<file path="config.mk">
export PLATFORM = sky130hd
export DESIGN_NAME = ldtu_sample_encoder_flat
export DESIGN_NICKNAME = d
export VERILOG_FILES = /design/src/rtl/ldtu_sample_encoder_if.sv /design/src/rtl/ldtu_sample_encoder.sv /design/src/flat_wrapper.sv
export SDC_FILE = /design/constraint.sdc
export NUM_CORES = 1
export LEC_CHECK = 0
export ABC_AREA = 1
export BUFFER_PORTS_ARGS = -buffer_cell sky130_fd_sc_hd__buf_2
export CORE_UTILIZATION = 60
export DETAILED_ROUTE_END_ITERATION = 8
export GPL_TIMING_DRIVEN = 0
export PLACE_DENSITY = 0.87
export SLEW_MARGIN = 20
export SYNTH_ARGS = -nofsm -noshare
export SYNTH_HDL_FRONTEND = slang
export SYNTH_SLANG_ARGS = --single-unit
</file>
<file path="constraint.sdc">
create_clock -name CLK -period 2.7 [get_ports CLK]
set_input_delay 0.135 -clock CLK [delete_from_list [all_inputs] [get_ports CLK]]
set_output_delay 0.135 -clock CLK [all_outputs]
set_load 0.005 [all_outputs]
</file>
<file path="src/rtl/ldtu_sample_encoder_if.sv">
// Sample-in / word-out bundle between the gain-selection stage, the encoder and the serializer.
// The master drives samples and the enable; the slave (encoder) returns packed words.
interface ldtu_sample_encoder_if;
  logic        ENC_EN;
  logic [12:0] DATA_to_enc;
  logic        baseline_flag;
  logic [31:0] DATA_32;
  logic        data_valid;

  modport master (
    output ENC_EN,
    output DATA_to_enc,
    output baseline_flag,
    input  DATA_32,
    input  data_valid
  );

  modport slave (
    input  ENC_EN,
    input  DATA_to_enc,
    input  baseline_flag,
    output DATA_32,
    output data_valid
  );
endinterface

</file>
<file path="src/rtl/ldtu_sample_encoder.sv">
// Packs 13-bit LiTe-DTU samples into 32-bit words: five 6-bit baseline samples or two signal samples.
// A type change or ENC_EN low flushes a partial word with a count/single header.
module ldtu_sample_encoder #(
  parameter int Nbits_12  = 12,
  parameter int Nbits_6   = 6,
  parameter int NBase     = 5,
  parameter int WordWidth = 32
) (
  input  logic                  CLK,
  input  logic                  rst_b,
  ldtu_sample_encoder_if.slave  enc_if
);
  localparam int SW = Nbits_12 + 1;
  localparam int AW = (NBase - 1) * Nbits_6;

  typedef enum logic [1:0] {
    IDLE = 2'd0,
    BASE = 2'd1,
    SIG  = 2'd2
  } state_e;

  state_e                 state_q, state_d;
  logic [2:0]             cnt_q, cnt_d;
  logic [AW-1:0]          acc_q, acc_d;
  logic [WordWidth-1:0]   data_q, data_d;
  logic                   valid_q, valid_d;

  logic [SW-1:0]          smp;
  logic [Nbits_6-1:0]     base_smp;
  logic [4:0]             shamt;

  assign smp      = enc_if.DATA_to_enc;
  assign base_smp = smp[Nbits_6-1:0];

  function automatic logic [WordWidth-1:0] partial_word(input logic [2:0] cnt, input logic [AW-1:0] acc);
    return {4'b1110, 1'b0, cnt, acc};
  endfunction

  function automatic logic [WordWidth-1:0] single_word(input logic [AW-1:0] acc);
    return {6'b001011, 13'd0, acc[SW-1:0]};
  endfunction

  // Next-state, accumulator and output-word computation.
  always_comb begin
    state_d = state_q;
    cnt_d   = cnt_q;
    acc_d   = acc_q;
    data_d  = data_q;
    valid_d = 1'b0;
    shamt   = {2'b00, cnt_q} * 5'd6;

    if (!enc_if.ENC_EN) begin
      // Disabled: the sample is dropped and whatever is held goes out as a partial/single word.
      case (state_q)
        BASE: begin
          data_d  = partial_word(cnt_q, acc_q);
          valid_d = 1'b1;
        end
        SIG: begin
          data_d  = single_word(acc_q);
          valid_d = 1'b1;
        end
        default: begin
          data_d = data_q;
        end
      endcase
      state_d = IDLE;
      cnt_d   = 3'd0;
      acc_d   = {AW{1'b0}};
    end else begin
      case (state_q)
        IDLE: begin
          if (enc_if.baseline_flag) begin
            state_d = BASE;
            cnt_d   = 3'd1;
            acc_d   = {{(AW-Nbits_6){1'b0}}, base_smp};
          end else begin
            state_d = SIG;
            cnt_d   = 3'd0;
            acc_d   = {{(AW-SW){1'b0}}, smp};
          end
        end
        BASE: begin
          if (enc_if.baseline_flag) begin
            if (cnt_q == 3'(NBase - 1)) begin
              data_d  = {2'b01, base_smp, acc_q};
              valid_d = 1'b1;
              state_d = IDLE;
              cnt_d   = 3'd0;
              acc_d   = {AW{1'b0}};
            end else begin
              acc_d = acc_q | ({{(AW-Nbits_6){1'b0}}, base_smp} << shamt);
              cnt_d = cnt_q + 3'd1;
            end
          end else begin
            data_d  = partial_word(cnt_q, acc_q);
            valid_d = 1'b1;
            state_d = SIG;
            cnt_d   = 3'd0;
            acc_d   = {{(AW-SW){1'b0}}, smp};
          end
        end
        SIG: begin
          if (enc_if.baseline_flag) begin
            data_d  = single_word(acc_q);
            valid_d = 1'b1;
            state_d = BASE;
            cnt_d   = 3'd1;
            acc_d   = {{(AW-Nbits_6){1'b0}}, base_smp};
          end else begin
            data_d  = {6'b001010, smp, acc_q[SW-1:0]};
            valid_d = 1'b1;
            state_d = IDLE;
            cnt_d   = 3'd0;
            acc_d   = {AW{1'b0}};
          end
        end
        default: begin
          state_d = IDLE;
          cnt_d   = 3'd0;
          acc_d   = {AW{1'b0}};
        end
      endcase
    end
  end

  // State, accumulator and registered output word.
  always_ff @(posedge CLK or negedge rst_b) begin
    if (!rst_b) begin
      state_q <= IDLE;
      cnt_q   <= 3'd0;
      acc_q   <= {AW{1'b0}};
      data_q  <= {WordWidth{1'b0}};
      valid_q <= 1'b0;
    end else begin
      state_q <= state_d;
      cnt_q   <= cnt_d;
      acc_q   <= acc_d;
      data_q  <= data_d;
      valid_q <= valid_d;
    end
  end

  assign enc_if.DATA_32    = data_q;
  assign enc_if.data_valid = valid_q;
endmodule
</file>
<file path="src/flat_wrapper.sv">
// flat-port wrapper written by rule: the top's interface ports become plain ports
module ldtu_sample_encoder_flat 
#(
  parameter int Nbits_12  = 12,
  parameter int Nbits_6   = 6,
  parameter int NBase     = 5,
  parameter int WordWidth = 32
)
  (CLK, rst_b, enc_if_ENC_EN, enc_if_DATA_to_enc, enc_if_baseline_flag, enc_if_DATA_32, enc_if_data_valid);
  ldtu_sample_encoder_if enc_if_i ();
  input  logic CLK;
  input  logic rst_b;
  input wire logic [$bits(enc_if_i.ENC_EN)-1:0] enc_if_ENC_EN;
  input wire logic [$bits(enc_if_i.DATA_to_enc)-1:0] enc_if_DATA_to_enc;
  input wire logic [$bits(enc_if_i.baseline_flag)-1:0] enc_if_baseline_flag;
  output wire logic [$bits(enc_if_i.DATA_32)-1:0] enc_if_DATA_32;
  output wire logic [$bits(enc_if_i.data_valid)-1:0] enc_if_data_valid;
  assign enc_if_i.ENC_EN = enc_if_ENC_EN;
  assign enc_if_i.DATA_to_enc = enc_if_DATA_to_enc;
  assign enc_if_i.baseline_flag = enc_if_baseline_flag;
  assign enc_if_DATA_32 = enc_if_i.DATA_32;
  assign enc_if_data_valid = enc_if_i.data_valid;
  ldtu_sample_encoder #(.Nbits_12(Nbits_12), .Nbits_6(Nbits_6), .NBase(NBase), .WordWidth(WordWidth)) u_core (.CLK(CLK), .rst_b(rst_b), .enc_if(enc_if_i));
endmodule
</file>
==> flow_metrics.py <==
metrics = {
    "detailed_routing": {
        "viasPerCell": 5.754,
        "wl_um": 9666,
        "drtIter0Drc": 258,
        "drc": 0,
        "vias": 3113,
        "dr.pass1.iters": 7,
        "routedWlPerCell_um": 17.87,
        "ant_nets": 0,
    },
    "grt": {
        "grt_pass1_wl_um": 15750,
        "grt_max_degree": 63,
        "grtUsageMet3": 0.05988,
        "first_global_vias": 3048,
        "antenna_found_initial": 0,
        "grt_use_total": 0.3652,
        "use_met1": 0.4752,
        "busiest_layer": "met2",
        "grt_util_met2": 0.5864,
        "gr-total-overflow": 0,
    },
    "logic_synthesis": {
        "syn_area_per_cell_um2": 8.096,
        "synth_nets": 432,
        "netlist_top_cells_count": "nand2_1, dfrtp_1, inv_1",
        "postSynth.asyncResetShare": 1.000,
        "ys_types": 39,
        "synth_top_area_share": 0.4720,
        "synth_area_um2": 3287,
        "yosysTopAreaCell": "dfrtp_1",
        "synthTopCellsByArea": "dfrtp_1, nand2_1, inv_1, nand3_1, o21ai_0",
        "synthCells": 406,
        "ys_ff_latch": 62,
        "synth_seq_area_share": 0.4720,
        "ys.warnings.count": 0,
        "ys.flop_type": "dfrtp_1",
        "synth_edf_count": 0,
        "yosysMostFrequentCell": "nand2_1",
    },
    "clocking": {
        "cts_root_buf": "clkbuf_8",
        "tritoncts": "built",
        "path_clk_slew_ns": 0.07,
        "worstSkewPairLatency_ns": 0.34,
        "cts.repair.resized": 0,
        "clock_tree.htree_level_count": 3,
        "numCtsBuffers": 9,
        "clock_sinks": 62,
        "clk_path_buf_depth": 2,
    },
    "critical_path": {
        "slowest_stage": "fa_1",
        "critPathTopFamily": "adder cells",
        "cp_max_fo": 7,
        "crit_required_ns": 2.93,
        "cp-start-kind": "flop",
        "crit_path_max_incr_delay_ns": 0.71,
        "end_kind": "flop",
        "cp_cell_sequence": "ha_1 -> inv_1 -> fa_1 -> inv_1 -> nand2_1 -> inv_2 -> nand2_1 -> o21ai_0 -> o21ai_1 -> inv_1",
        "cp.arrival_ns": 2.39,
        "crit_type": "reg -> reg",
        "crit_buf_inv": 4,
        "path_common_cell": "inv_1",
    },
    "placement": {
        "place_hpwl_um": 6959,
        "pre_cts_slack_ns": 0.6019,
        "port-buffer-count": 48,
        "place_congestion": 0.9457,
    },
    "timing": {
        "maxSlewHeadroom": 0.4784,
        "setup_ws_ns": 0.5384,
        "min_period_ns": 2.162,
        "finalHoldViolCount": 0,
        "setup_viol": 0,
        "worstMarginPinSlew_ns": 0.7824,
        "clock_skew_ns": 0.004820,
        "maxSlewViolCount": 0,
        "fin_tns_setup_ns": 0,
        "rsz0062_at_grt": "false",
        "fmax_mhz": 462.6,
        "period_share": 0.8006,
    },
    "die": {
        "ioPinCount": 50,
        "die_x_um": 76.02,
        "die_h_um": 76.02,
        "dieArea_um2": 5778,
        "num_rows": 26,
        "core_um2": 5205,
        "initial_core_util": 0.6315,
    },
    "layout": {
        "nets": 492,
        "finalCoreUtilization": 0.7356,
        "multi_input_area_um2": 1411,
        "area_growth_pct": 16.48,
        "register_area_um2": 1551,
        "drive_gt1_frac": 0.2038,
        "nFillCells": 423,
        "antenna-diode-count": 0,
    },
    "job": {
        "cap_violations": 0,
    },
    "power_and_ir_drop": {
        "p_int_mw": 1.673,
        "sw_frac_of_total": 0.3005,
        "switchingPower_mw": 0.7186,
        "p_per_area_nw_per_um2": 624.7,
        "pwr-share-clk": 0.352,
        "total_leakage_power_nw": 2.019,
        "power_frac_comb": 0.202,
        "seq_power_share": 0.447,
        "irDropWorstVdd_mv": 0.4241,
        "total_power_mw": 2.392,
    },
    "outcome": {
        "status": "completed",
    },
    "min_path": {
        "hold_path.class": "in -> reg",
    },
}
[worst register-to-register path, stage by stage (launching register included)]
cell	delay, ns
dfrtp_1	0.47
ha_1	0.18
inv_1	0.05
fa_1	0.71
inv_1	0.13
nand2_1	0.12
inv_2	0.06
nand2_1	0.06
o21ai_0	0.08
o21ai_1	0.13
inv_1	0.06
[worst paths after layout]
kind	endpoint	slack [ns]	cells after the start	from
worst max-delay path	u_core.acc_q[17]	0.54	10	u_core.cnt_q[0]
worst min-delay path	u_core.acc_q[9]	0.05	3	enc_if_DATA_to_enc[9]
worst max register to register	u_core.acc_q[17]	0.54	10	u_core.cnt_q[0]
worst min register to register	u_core.enc_if.DATA_32[1]	0.48	2	u_core.enc_if.DATA_32[1]
max in group asynchronous	u_core.cnt_q[0]	1.75	2	rst_b
min in group asynchronous	u_core.enc_if.DATA_32[21]	0.44	2	rst_b
[state kept, by name (all words and copies together) (netlist names)]
| register | count |
|---|---|
| u_core.enc_if.DATA_32 | 32 |
| u_core.state_q | 2 |
| u_core.acc_q | 24 |
| u_core.cnt_q | 3 |
| u_core.enc_if.data_valid | 1 |
[per-layer routing]
metal	share of wire	vias up
li1	-	1431
met1	0.42	1479
met2	0.47	174
met3	0.078	29
met4	0.033	0
met5	0	-
[through the flow]
step	cells	hold WS [ns]	instance area, um^2
floorplan	406	-0.1606	3287
global placement	524	0.3888	3615
detailed placement	524	0.2649	3617
CTS	541	0.04269	3829
global route	541	0.06770	3829
finish	541	0.04890	3829
[kinds of logic after synthesis]
| logic type | synth area share |
|---|---|
| flops | 0.4720 |
| buf+inv | 0.09859 |
| simple gates | 0.2493 |
| compound gates | 0.1325 |
| xor+xnor | 0.01104 |
| fa+ha+maj | 0.03655 |
[power by group through the flow]
stage | Combinational (mW) | Clock (mW) | Sequential, mW
after floorplan | 0.260 | 0 | 1.09
after global placement | 0.463 | 0 | 1.08
after detailed placement | 0.476 | 0 | 1.08
after CTS | 0.480 | 0.844 | 1.07
after global routing | 0.531 | 0.885 | 1.08
final | 0.482 | 0.841 | 1.07
[area by class of cell]
class	count	area share
plain buffers	15	0.02909
clock buffers	13	0.04150
clock inverters	3	0.01111
inverters	56	0.05556
multi-input cells	273	0.3686
flip-flops and latches	62	0.4052
well taps	70	0.02288
repair buffers	49	0.06601
[cell usage in the layout, fill, tap and decap left out, types with 2 or more instances in the layout]
cell type and n:
o21ai_0 25, a31oi_2 2, o21bai_1 2, nor3_1 5, a21oi_2 2, nor2_4 2
buf_2 52, nand2_1 109, buf_4 4, ha_1 8, a21oi_1 17, nand3_1 35
clkbuf_8 11, a31oi_1 5, inv_1 49, a32oi_1 2, o21ai_1 4, buf_6 5
dfrtp_1 62, inv_2 6, o21ai_2 2, nand4_1 4, nor2_1 30, o211ai_1 3
o22ai_1 3, clkbuf_1 4
[what timing repair did]
action | CTS | global route
buffers inserted | 0 | 0
hold buffers | 1 | 0
hold endpoints to repair | 62 | 0
Note: power is estimated with default switching activity, not from simulation.
